$ cat src/rtl/cpu_io_bridge.sv
// Z80 I/O window decoder and strobe filter that turns each host cycle into one VDP request.
// Waits for ack with timeout; read data is held on cd_out until the next read completes.
module cpu_io_bridge #(
    parameter logic [7:0] BASE_ADDR   = 8'h98,
    parameter int         PORT_BITS   = 2,
    parameter int         FILTER_LEN  = 3,
    parameter int         ACK_TIMEOUT = 16
) (
    input  logic                 clk,
    input  logic                 reset,
    input  logic                 iorq_n,
    input  logic                 rd_n,
    input  logic                 wr_n,
    input  logic [7:0]           addr,
    input  logic [7:0]           cd_in,
    output logic [7:0]           cd_out,
    output logic                 cd_oe,
    output logic                 cs_n,
    output logic                 req,
    output logic                 wrt,
    output logic [PORT_BITS-1:0] adr,
    output logic [7:0]           dbo,
    input  logic [7:0]           dbi,
    input  logic                 ack,
    output logic                 timeout,
    output logic                 conflict
);

    localparam logic [3:0] FL_LAST = 4'(FILTER_LEN - 1);
    localparam logic [7:0] TO_LAST = 8'(ACK_TIMEOUT - 1);

    typedef enum logic [1:0] {RESYNC, IDLE, WAIT, HOLD} state_t;

    state_t               state;
    state_t               state_nxt;
    logic                 hit;
    logic                 rs_raw;
    logic                 ws_raw;
    logic [1:0]           str_s1;
    logic [1:0]           str_s2;
    logic [1:0]           filt;
    logic [3:0]           fcnt [2];
    logic [PORT_BITS-1:0] adr_s1;
    logic [PORT_BITS-1:0] adr_s2;
    logic [7:0]           cd_s1;
    logic [7:0]           cd_s2;
    logic [3:0]           rcnt;
    logic [7:0]           tcnt;
    logic                 do_req;
    logic                 do_done;
    logic                 do_to;
    logic                 do_cf;

    assign hit    = (addr[7:PORT_BITS] == BASE_ADDR[7:PORT_BITS]);
    assign cs_n   = ~(hit & ~iorq_n);
    assign cd_oe  = hit & ~iorq_n & ~rd_n;
    assign rs_raw = hit & ~iorq_n & ~rd_n;
    assign ws_raw = hit & ~iorq_n & ~wr_n;

    // Bit 0 carries the read strobe, bit 1 the write strobe.
    always_ff @(posedge clk or posedge reset) begin
        if (reset) begin
            str_s1  <= '0;
            str_s2  <= '0;
            filt    <= '0;
            fcnt[0] <= '0;
            fcnt[1] <= '0;
            adr_s1  <= '0;
            adr_s2  <= '0;
            cd_s1   <= '0;
            cd_s2   <= '0;
        end else begin
            str_s1 <= {ws_raw, rs_raw};
            str_s2 <= str_s1;
            adr_s1 <= addr[PORT_BITS-1:0];
            adr_s2 <= adr_s1;
            cd_s1  <= cd_in;
            cd_s2  <= cd_s1;
            for (int i = 0; i < 2; i++) begin
                if (str_s2[i] == filt[i]) begin
                    fcnt[i] <= '0;
                end else if (fcnt[i] == FL_LAST) begin
                    filt[i] <= ~filt[i];
                    fcnt[i] <= '0;
                end else begin
                    fcnt[i] <= fcnt[i] + 4'd1;
                end
            end
        end
    end

    always_comb begin
        state_nxt = state;
        do_req    = 1'b0;
        do_done   = 1'b0;
        do_to     = 1'b0;
        do_cf     = 1'b0;
        case (state)
            RESYNC: begin
                // A cycle already in progress at reset release must end before we serve anything.
                if (str_s2 == 2'b00 && rcnt == FL_LAST) state_nxt = IDLE;
            end
            IDLE: begin
                if (filt == 2'b11) begin
                    do_cf     = 1'b1;
                    state_nxt = HOLD;
                end else if (filt != 2'b00) begin
                    do_req    = 1'b1;
                    state_nxt = WAIT;
                end
            end
            WAIT: begin
                if (ack) begin
                    do_done   = 1'b1;
                    state_nxt = HOLD;
                end else if (tcnt == TO_LAST) begin
                    do_to     = 1'b1;
                    state_nxt = HOLD;
                end
            end
            HOLD: begin
                if (filt == 2'b00) state_nxt = IDLE;
            end
            default: state_nxt = RESYNC;
        endcase
    end

    always_ff @(posedge clk or posedge reset) begin
        if (reset) begin
            state    <= RESYNC;
            rcnt     <= '0;
            tcnt     <= '0;
            req      <= 1'b0;
            wrt      <= 1'b0;
            adr      <= '0;
            dbo      <= 8'h00;
            cd_out   <= 8'hFF;
            timeout  <= 1'b0;
            conflict <= 1'b0;
        end else begin
            state <= state_nxt;
            req   <= do_req;
            if (state == RESYNC && str_s2 == 2'b00) rcnt <= rcnt + 4'd1;
            else                                    rcnt <= '0;
            if (do_req) begin
                tcnt <= '0;
                wrt  <= filt[1];
                adr  <= adr_s2;
                dbo  <= cd_s2;
            end else if (state == WAIT) begin
                tcnt <= tcnt + 8'd1;
            end
            if (do_done && !wrt) cd_out <= dbi;
            if (do_to) begin
                timeout <= 1'b1;
                if (!wrt) cd_out <= 8'hFF;
            end
            if (do_cf) conflict <= 1'b1;
        end
    end

endmodule

$ cat config.mk
export PLATFORM = sky130hd
export DESIGN_NAME = cpu_io_bridge
export DESIGN_NICKNAME = d
export VERILOG_FILES = /design/src/rtl/cpu_io_bridge.sv
export SDC_FILE = /design/constraint.sdc
export NUM_CORES = 1
export LEC_CHECK = 0
export BUFFER_PORTS_ARGS = -buffer_cell sky130_fd_sc_hd__buf_2
export CAP_MARGIN = 20
export CORE_UTILIZATION = 50
export DETAILED_ROUTE_END_ITERATION = 6
export PLACE_DENSITY = 0.77
export SLEW_MARGIN = 40
export SYNTH_ARGS = -nofsm -noshare
export SYNTH_HDL_FRONTEND = slang
export SYNTH_SLANG_ARGS = --single-unit
$ cat constraint.sdc
create_clock -name clk -period 3.6 [get_ports clk]
set_input_delay 0.54 -clock clk [delete_from_list [all_inputs] [get_ports clk]]
set_output_delay 0.54 -clock clk [all_outputs]
set_load 0.1 [all_outputs]
# After elaboration in Yosys (flattened, before gate mapping)
# Index checks and enable logic that the tools add are counted.
# Widths: inputs -> output; s select.
totals:
  regBits: 70
  inputBits: 30
op_classes:
  n_eq_ne: 15
  n_mux: 27
  n_bitwise: 11
  add_sub_neg: 4
  n_reduce_logical: 12
ops:
  columns: ["cell", "count"]
  rows:
  - ["$mux 8", 5]
  - ["$mux 4", 5]
  - ["$add 4x1->4 const B", 3]
  - ["$eq 4x2->1 const B", 3]
  - ["$mux 2", 6]
  - ["$mux 1", 10]
  - ["$add 8x1->8 const B", 1]
  - ["$eq 8x4->1 const B", 1]
  - ["$not 1->1", 8]
  - ["$pmux 2 s4", 1]
  - ["$eq 2x2->1 const B", 3]
  - ["$eq 6x6->1 const B", 1]
  - ["$logic_not 2->1", 3]
  - ["$ne 3x3->1 const B", 2]
  - ["$ne 2x2->1 const B", 2]
  - ["$reduce_and 2->1", 2]
  - ["$reduce_and 4->1", 1]
  - ["$reduce_bool 2->1", 2]
  - ["$and 1x1->1", 3]
  - ["$logic_and 1x1->1", 3]
  - ["$eq 1x1->1", 2]
  - ["$eq 2x1->1 const B", 1]
  - ["$logic_not 1->1", 1]

# Logic depth before layout (Yosys ltp)
# Gate-level depths: netlist (run 1).
logic_depth:
  ltp_word: 6
  mapped_depth: 8

# Worst setup path after synthesis (run 1)
# No wires, ideal clock.
synth_path:
  kind: "input to output"
  start: "in addr[6]"
  end: "out cd_oe"
  required_time_ns: 3.060
  path_stages: 3
  slack_ns: 0.120
  arrival_time_ns: 2.940
  path_cell_list: "nor4bb_1 -> nand2_1 -> nor2_1"
synth_via:
  elab_chain_cells: 3
synth_lines:
  columns: ["item", "line_no", "text"]
  rows:
  - ["from (decl)", "14", "input logic [7:0] addr,"]
  - ["$eq 6x6->1", "54", "assign hit = (addr[7:PORT_BITS] == BASE_ADDR[7:PORT_BITS]);"]
  - ["$and 1x1->1 (2 in a row)", "56", "assign cd_oe = hit & ~iorq_n & ~rd_n;"]
  - ["to (decl)", "17", "output logic cd_oe,"]
# No other way between the ends.

# Final worst setup path (run 1)
# Same ends and word-level chain as after synthesis.

==> qor.csv, run 1 <==
metric;value;unit
cts hold-fix bufs;0;
Worst IR Drop VDD;476;uV
global-route wire length before repair;7.25;mm
register area share after synthesis;64.9;%
Critical Path End Type;output pin;
post-CTS sizing;0;
Die X-Extent;75.7;um
Most used DFF post-synth;dfrtp_1;
cells after synthesis;218;
most instantiated library cell after synthesis;dfrtp_1;
post-route minimum period;2110;ps
total grt overflow;0;
most used cell, CP;buf_2;
Max-Cap Viols;0;
critical path data required time;3060;ps
Die H;75.7;um
Layout Utilization;62.9;%
vias per cell;4.81;
worst path cell trace;buf_2 > nor4bb_1 > nand2_1 > nor2_1 > buf_2;
RSZ-0062 raised after global routing;false;
Core ar.;0.00517;mm^2
Final Hold Vio Count;0;
Post-synth EDFFs;0;
Clock transition at path regs;70;ps
met3 routed WL;169;um
Tcrit/Tclk final;58.5;%
crit path kind;input port to output pin;
Top Metal Used;met4;
Worst setup SP type;input port;
Max FO, Critical Path;3;
critical path's slowest cell;buf_2;
R2R setup slack;1810;ps
initial antenna violation count;0;
antenna diode count;0;
hpwl dp;2.93;mm
transition time at the pin with the least slew margin;600;ps
Initial Util;52.5;%
Syn Nets;260;
DRC viols;0;
drt pass-1 iters;4;
Unique masters post-synth;31;
Inserted Clock Buffers;9;
asr flop ratio synth;100;%
Top-Level Pins;54;
layout cells sized above 1;29.0;%
syn avg cell area;12.5;um^2
Mapped Area;0.00272;mm^2
Lkg Pwr;1.66;nW
GP Congestion;0.710;
clock latency on the worst-skew pair;330;ps
site row count;26;
postcts setup bufs;0;
PortBufs;53;
overall routing resource usage;18.0;%
Crit path max-delay family;buffers and inverters;
Clock Tree Buf Depth;2;
Routed Antenna Nets;0;
# setup viols final;0;
Clock Skew;4.64;ps
met1 WL;1.90;mm
Bufs and invs on worst path;2;
vias in the first global route;1668;
Max-Slew Margin vs Limit;60.0;%
top cells by area, synth;dfrtp_1, dfstp_2, mux2_1;
met2 routed WL;2.06;mm
H-tree levels;3;
vias;1697;
# nets final;321;
DRT iter0 DRCs;65;
Yosys reg bits;70;
Sum Neg Setup Slack;0;ps
DR WL/cell;12.0;um
Synth Warn #;0;
Slew Viols, Final;0;
Max Clock Freq;0.475;GHz
status;finished clean;
total wire length;4.23;mm
synth-to-layout area growth;19.9;%
Root Buffer;clkbuf_8;
CTS tree;yes;
CP Data Arrival Time;1570;ps
Yosys top cell by area;dfrtp_1;
largest net degree at the start of global routing;53;
Hold Crit Class;input port to asynchronous set/reset pin;
max incr delay on CP;440;ps
Post-synth top cells;dfrtp_1, nand2_1, nor2_1;
Sink Count;70;
Die ar.;0.00573;mm^2
Pwr Density;709;mW/mm^2
Synth top area share;57.1;%
==> metrics by stage <==
stage	hold slack, ps	cell area, um^2	cells	power (mW)	worst slack, ps
detailed placement	335	3070	338	1.72	1490
global route	292	3260	353	2.43	1380
finish	288	3260	353	2.31	1490
global placement	332	3060	338	1.70	1510
CTS	291	3250	353	2.33	1480
floorplan	331	2720	218	1.60	120
==> cell type report <==
class                   instances  area [um^2]
multi-input cells             136          908
clock buffers                  11          141
well taps                      70         87.6
inverters                       7         28.8
flip-flops and latches         70         1760
repair buffers                 55          280
clock inverters                 4         47.5
fillers                       418         1920
==> state kept, by name (all words and copies together) (netlist names), 2 cells and up <==
signal and cells:
cd_s2 8, dbo 8, cd_s1 8, tcnt 8, filt 2, rcnt 4
cd_out 8, state 2, str_s1 2, adr_s2 2, adr 2, adr_s1 2
fcnt 8, str_s2 2
==> cell usage in the layout, fill, tap and decap left out, drive strengths merged <==
| cell type | instances |
|---|---|
| nor3b | 2 |
| mux2 | 15 |
| clkbuf | 11 |
| nand2 | 29 |
| nor3 | 1 |
| nor2 | 26 |
| o21ai | 3 |
| nand3 | 14 |
| nand3b | 1 |
| bufinv | 1 |
| clkinv | 2 |
| or2 | 2 |
| and2 | 1 |
| mux2i | 2 |
| a211oi | 1 |
| nor4bb | 1 |
| a221oi | 1 |
| ha | 12 |
| xnor2 | 5 |
| or3 | 2 |
| nand2b | 3 |
| inv | 7 |
| nor2b | 1 |
| a21oi | 2 |
| buf | 55 |
| dfstp | 8 |
| clkinvlp | 1 |
| nor4 | 1 |
| xor2 | 8 |
| nand4 | 3 |
| dfrtp | 62 |
==> path summary, 6_finish.rpt <==
kind                       startpoint         to  depth (start not counted)
max                           addr[6]      cd_oe                          5
min                             reset     dbo[0]                          2
max reg2reg                  state[0]  cd_out[2]                          6
min reg2reg                  cd_s1[0]   cd_s2[0]                          0
max in group asynchronous       reset        wrt                          3
min in group clk              addr[0]  adr_s1[0]                          1
==> where the power goes <==
group	internal [mW]	switching, mW
clock network	0.333	0.269
registers	0.923	0.0808
logic	0.178	0.524
==> per-layer routing <==
layer	global-route usage, %	vias to the layer above
li1	-	841
met2	30.3	46
met3	4.50	10
met4	12.3	0
met5	0	-
met1	20.4	800
==> cells by family after synthesis <==
| family | Yosys count | share of synthesized area, % |
|---|---|---|
| simple gates | 87 | 15.0 |
| flops | 70 | 64.9 |
| mux | 17 | 6.96 |
| xor+xnor | 13 | 4.19 |
| buf+inv | 12 | 1.75 |
| fa+ha+maj | 12 | 5.53 |
| compound gates | 7 | 1.75 |
Power figures use the tool's default switching activity.
==> inputs of run 2 (changes only) <==
==> constraint.sdc (replaced) <==
create_clock -name clk -period 2 [get_ports clk]
set_input_delay 0.3 -clock clk [delete_from_list [all_inputs] [get_ports clk]]
set_output_delay 0.3 -clock clk [all_outputs]
set_load 0.1 [all_outputs]
==> run 2 against run 1 <==
  * Wire length rose by 0.85%
  * Combinational power rose by 79%
  * Final cell count rose by 0.85%
  * Cell area rose by 2.4%
  * Non-clock buffer count rose by 2
  * Setup slack got worse by 1300 ps
  * Sequential share of layout area fell by 1.3 points
  * Clock power rose by 100%
  * First-iteration DRC count fell by 26%
  * Critical path type is now flip-flop to flip-flop
  * Largest cell class unchanged
==> qor.csv, run 2 (same netlist as run 1, synthesis figures left out) <==
metric;value;unit
status;finished clean;
overall routing resource usage;17.6;%
Bufs and invs on worst path;1;
worst reg2reg endpoint;cd_out[3];
worst path cell trace;inv_1 > ha_1 > nand4_1 > nor3b_2 > nand2b_1 > nand3_1;
clock latency on the worst-skew pair;340;ps
Max FO, Critical Path;9;
placed cells;340;
Critical Path Stages;6;
DRC viols;0;
post-CTS sizing;0;
Register Area;0.00176;mm^2
worst setup margin;221;ps
synth-to-layout area growth;22.8;%
fill cell count;395;
Crit path max-delay family;simple AND/OR/NAND/NOR gates;
Die X-Extent;75.7;um
Tcrit/Tclk final;88.9;%
max incr delay on CP;410;ps
global-route wire length before repair;7.12;mm
crit path kind;flip-flop to flip-flop;
Sink Count;70;
site row count;26;
DRT iter0 DRCs;48;
Pwr Density;1290;mW/mm^2
worst hold slack;39.6;ps
Clock transition at path regs;70;ps
Die H;75.7;um
drt pass-1 iters;4;
Max-Cap Viols;0;
Clock Skew;8.28;ps
critical path data required time;2270;ps
Core ar.;0.00517;mm^2
Critical Path Start;state[0];
# setup viols final;0;
largest net degree at the start of global routing;32;
Max-Slew Margin vs Limit;57.3;%
transition time at the pin with the least slew margin;640;ps
hpwl dp;3.12;mm
R2R cell count;6;
vias per cell;4.84;
R2R setup slack;220;ps
DR WL/cell;12.0;um
Sum Neg Setup Slack;0;ps
layout cells sized above 1;29.7;%
total wire length;4.27;mm
Max Clock Freq;0.562;GHz
crit path to;cd_out[3];
Lkg Pwr;1.67;nW
critical path's slowest cell;dfrtp_1;
cts hold-fix bufs;0;
total grt overflow;0;
Worst IR Drop VDD;831;uV
RSZ-0062 raised after global routing;false;
Die ar.;0.00573;mm^2
Multi-input gate area;917;um^2
GP Congestion;0.787;
initial antenna violation count;0;
Worst setup SP type;flip-flop;
Root Buffer;clkbuf_8;
Routed Antenna Nets;0;
Final Hold Vio Count;0;
vias;1723;
Layout Utilization;64.5;%
Initial Util;52.5;%
antenna diode count;0;
Top-Level Pins;54;
# nets final;323;
CTS tree;yes;
most frequent cells in the layout;dfrtp_1, buf_2, nand2_1, nor2_1, mux2_1;
H-tree levels;3;
Critical Path End Type;flip-flop;
Clock Tree Buf Depth;2;
PortBufs;53;
CP Data Arrival Time;2050;ps
worst slack, placed;236;ps
Hold Crit Class;input port to asynchronous set/reset pin;
Reg-to-Reg Start;state[0];
Inserted Clock Buffers;9;
Slew Viols, Final;0;
postcts setup bufs;0;
post-route minimum period;1780;ps
vias in the first global route;1650;
commonest non-fill, non-tap cell in the layout;dfrtp_1;
Cell Count, Final, Fillers Out;356;
-- run 2: where the power goes --
part           switching [mW]  internal, mW  total (mW)
sequential              0.152          1.66        1.81
clock                   0.514         0.705        1.22
combinational           0.934         0.322        1.26
total                    1.60          2.69        4.29
-- run 2: metrics by stage --
step | cell area [um^2] | power (mW)
floorplan | 2730 | 2.89
global placement | 3120 | 3.07
detailed placement | 3120 | 3.11
CTS | 3330 | 4.34
global route | 3330 | 4.52
finish | 3330 | 4.29
-- run 2: area by class of cell --
type	instances	share of cell area, %
clock inverter	5	2.51
inverter	7	0.901
timing repair buffer	57	9.68
clock buffer	11	3.94
tap	70	2.63
sequential	70	52.8
multi-input combinational	136	27.5
-- run 2: worst reg2reg max path: cells and delay by family (launching register included) --
kind | cells | cell delay [ps]
simple gates | 4 | 870
flops | 1 | 410
fa+ha+maj | 1 | 350
buf+inv | 1 | 90
-- run 2: worst min path at each step --
stage | from | end | slack (ps) | cells past startpoint
6_report | reset | cd_s1[6] | 40 | 2
5_1_grt | cd_in[6] | cd_s1[6] | 40 | 1
4_1_cts | addr[1] | adr_s1[1] | 50 | 1
3_5_place_dp | adr_s1[1] | adr_s2[1] | 340 | 0
3_3_place_gp | adr_s1[1] | adr_s2[1] | 330 | 0
2_1_floorplan | adr_s1[0] | adr_s2[0] | 330 | 0
-- run 2: per-layer routing --
layer / global-route usage, % / part of all wire, %
met5: 0 / 0
met4: 10.5 / 2.5
met3: 4.37 / 4.5
met1: 21.5 / 45
met2: 28.5 / 48
==> inputs of run 3 (changes only) <==
--- a/config.mk
+++ b/config.mk
@@ -9,6 +9,7 @@
 export CAP_MARGIN = 20
 export CORE_UTILIZATION = 50
 export DETAILED_ROUTE_END_ITERATION = 6
+export GPL_TIMING_DRIVEN = 0
 export PLACE_DENSITY = 0.77
 export SLEW_MARGIN = 40
 export SYNTH_ARGS = -nofsm -noshare
==> constraint.sdc (replaced) <==
create_clock -name clk -period 1.66 [get_ports clk]
set_input_delay 0.249 -clock clk [delete_from_list [all_inputs] [get_ports clk]]
set_output_delay 0.249 -clock clk [all_outputs]
set_load 0.1 [all_outputs]
==> run 3 against run 2 <==
  * Final cell count up 2.8%
  * Combinational power increased by 29%
  * Sequential cell count unchanged
  * Global-route usage rose by 0.059 points
  * Non-clock buffer count rose by 10
  * Die area is the same
  * Utilization rose by 2.7 points
  * Wire length down 0.14%
  * Setup slack got worse by 220 ps
  * Power is 22% higher
  * First-iteration DRC count grew 15%
  * Critical path depth fell by 2
  * Critical endpoint is now state[0]
  * Largest cell class unchanged
==> qor.csv, run 3 (same netlist as run 1, synthesis figures left out) <==
metric;value;unit
layout cells sized above 1;31.8;%
Inserted Clock Buffers;9;
Max-Slew Margin vs Limit;66.2;%
DRC viols;0;
Top-Level Pins;54;
DRT iter0 DRCs;55;
Worst IR Drop VDD;981;uV
worst reg2reg endpoint;state[0];
Critical Path End Type;flip-flop;
PortBufs;53;
vias per cell;4.80;
synth-to-layout area growth;28.0;%
Final Hold Vio Count;0;
Clock transition at path regs;70;ps
Die H;75.7;um
critical path data required time;1880;ps
CTS tree;yes;
Clock Skew;8.99;ps
RSZ-0062 raised after global routing;true;
overall routing resource usage;17.7;%
hpwl dp;3.06;mm
Root Buffer;clkbuf_8;
Worst setup SP type;flip-flop;
worst hold slack;17.0;ps
Routed Antenna Nets;0;
clock latency on the worst-skew pair;340;ps
R2R setup slack;6;ps
H-tree levels;3;
initial antenna violation count;0;
Sum Neg Setup Slack;0;ps
Overall Power;5.23;mW
Core ar.;0.00517;mm^2
total grt overflow;0;
antenna diode count;0;
Clock Tree Buf Depth;2;
WHS Endpoint;cd_s1[7];
post-route minimum period;1650;ps
R2R cell count;4;
Max-Cap Viols;0;
CP Data Arrival Time;1870;ps
Reg-to-Reg Start;tcnt[6];
Sink Count;70;
vias in the first global route;1681;
Pwr Density;1500;mW/mm^2
Lkg Pwr;1.76;nW
transition time at the pin with the least slew margin;504;ps
total wire length;4.26;mm
Slew Viols, Final;0;
drt pass-1 iters;4;
Die ar.;0.00573;mm^2
# setup viols final;0;
site row count;26;
status;finished clean;
Max FO, Critical Path;4;
Tcrit/Tclk final;99.7;%
vias;1758;
GP Congestion;0.739;
Max Clock Freq;0.604;GHz
Hold Path Cell Cnt;1;
Initial Util;52.5;%
Die X-Extent;75.7;um
global-route wire length before repair;7.23;mm
largest net degree at the start of global routing;25;
most frequent cells in the layout;dfrtp_1, buf_2, nand2_1, nor2_1, mux2_1;
DR WL/cell;11.7;um
min-delay src;cd_in[7];
# nets final;333;
crit path kind;flip-flop to flip-flop;
Hold Crit Class;input port to flip-flop;
commonest non-fill, non-tap cell in the layout;dfrtp_1;
-- run 3: changes by cell type in the layout (fill, tap and decap cells not counted), moves of 2 or more --
cell           before  now
buf_4               3    5
dlygate4sd3_1       0    3
clkbuf_1            2    4
buf_16              0    2
clkinvlp_4          3    1
-- run 3: critical path: stages, from the launching register on --
cell      delay (ps)
dfrtp_1          410
nor4_2           290
nand4_1          160
a221oi_2         320
mux2_1           360
-- run 3: final cells by class --
cell class                 instances  area [um^2]
inverter                           7         30.0
fill                             388         1700
sequential                        70         1760
buffer                             3         22.5
tap                               70         87.6
timing repair buffer              64          408
multi-input combinational        136          957
clock buffer                      13          139
clock inverter                     3         68.8
-- run 3: worst max path at each step --
| stage | startpoint | to | slack (ps) | depth (start not counted) |
|---|---|---|---|---|
| floorplan | addr[6] | cd_oe | 20 | 3 |
| global placement | filt[1] | dbo[7] | -80 | 5 |
| detailed placement | filt[1] | dbo[7] | -120 | 5 |
| CTS | tcnt[6] | state[0] | -40 | 4 |
| global route | tcnt[6] | state[1] | -80 | 4 |
| finish | tcnt[6] | state[0] | 6 | 4 |
-- run 3: power breakdown --
| group | switching (mW) | total (mW) | leakage [nW] | internal (mW) |
|---|---|---|---|---|
| combinational | 1.16 | 1.62 | 0.766 | 0.457 |
| clock | 0.587 | 1.44 | 0.102 | 0.852 |
| sequential | 0.172 | 2.17 | 0.887 | 2.00 |
-- run 3: repair_timing --
action | in CTS | in global routing
hold endpoints to repair | 14 | 2
resized for setup | 3 | 6
pin swaps | 4 | 0
setup buffers | 4 | 1
hold buffers | 1 | 2
setup endpoints to repair | 21 | 21
-- run 3: routing by layer --
metal,vias up,global-route usage (%),part of all wire (%)
met5,-,0,0
met4,0,12.3,3.1
met3,12,4.10,4.1
met2,49,27.7,47
met1,834,21.8,46
li1,863,-,-
-- run 3: per-stage QoR --
step                      instance area, um^2  worst slack [ps]  instances  util [%]
after floorplan                          2760              23.7        218         -
after global placement                   3110             -84.3        341      60.1
after detailed placement                 3180              -116        344      61.5
after CTS                                3430             -35.2        364      66.4
after global routing                     3480             -84.3        366      67.2
final                                    3480              5.69        366      67.2
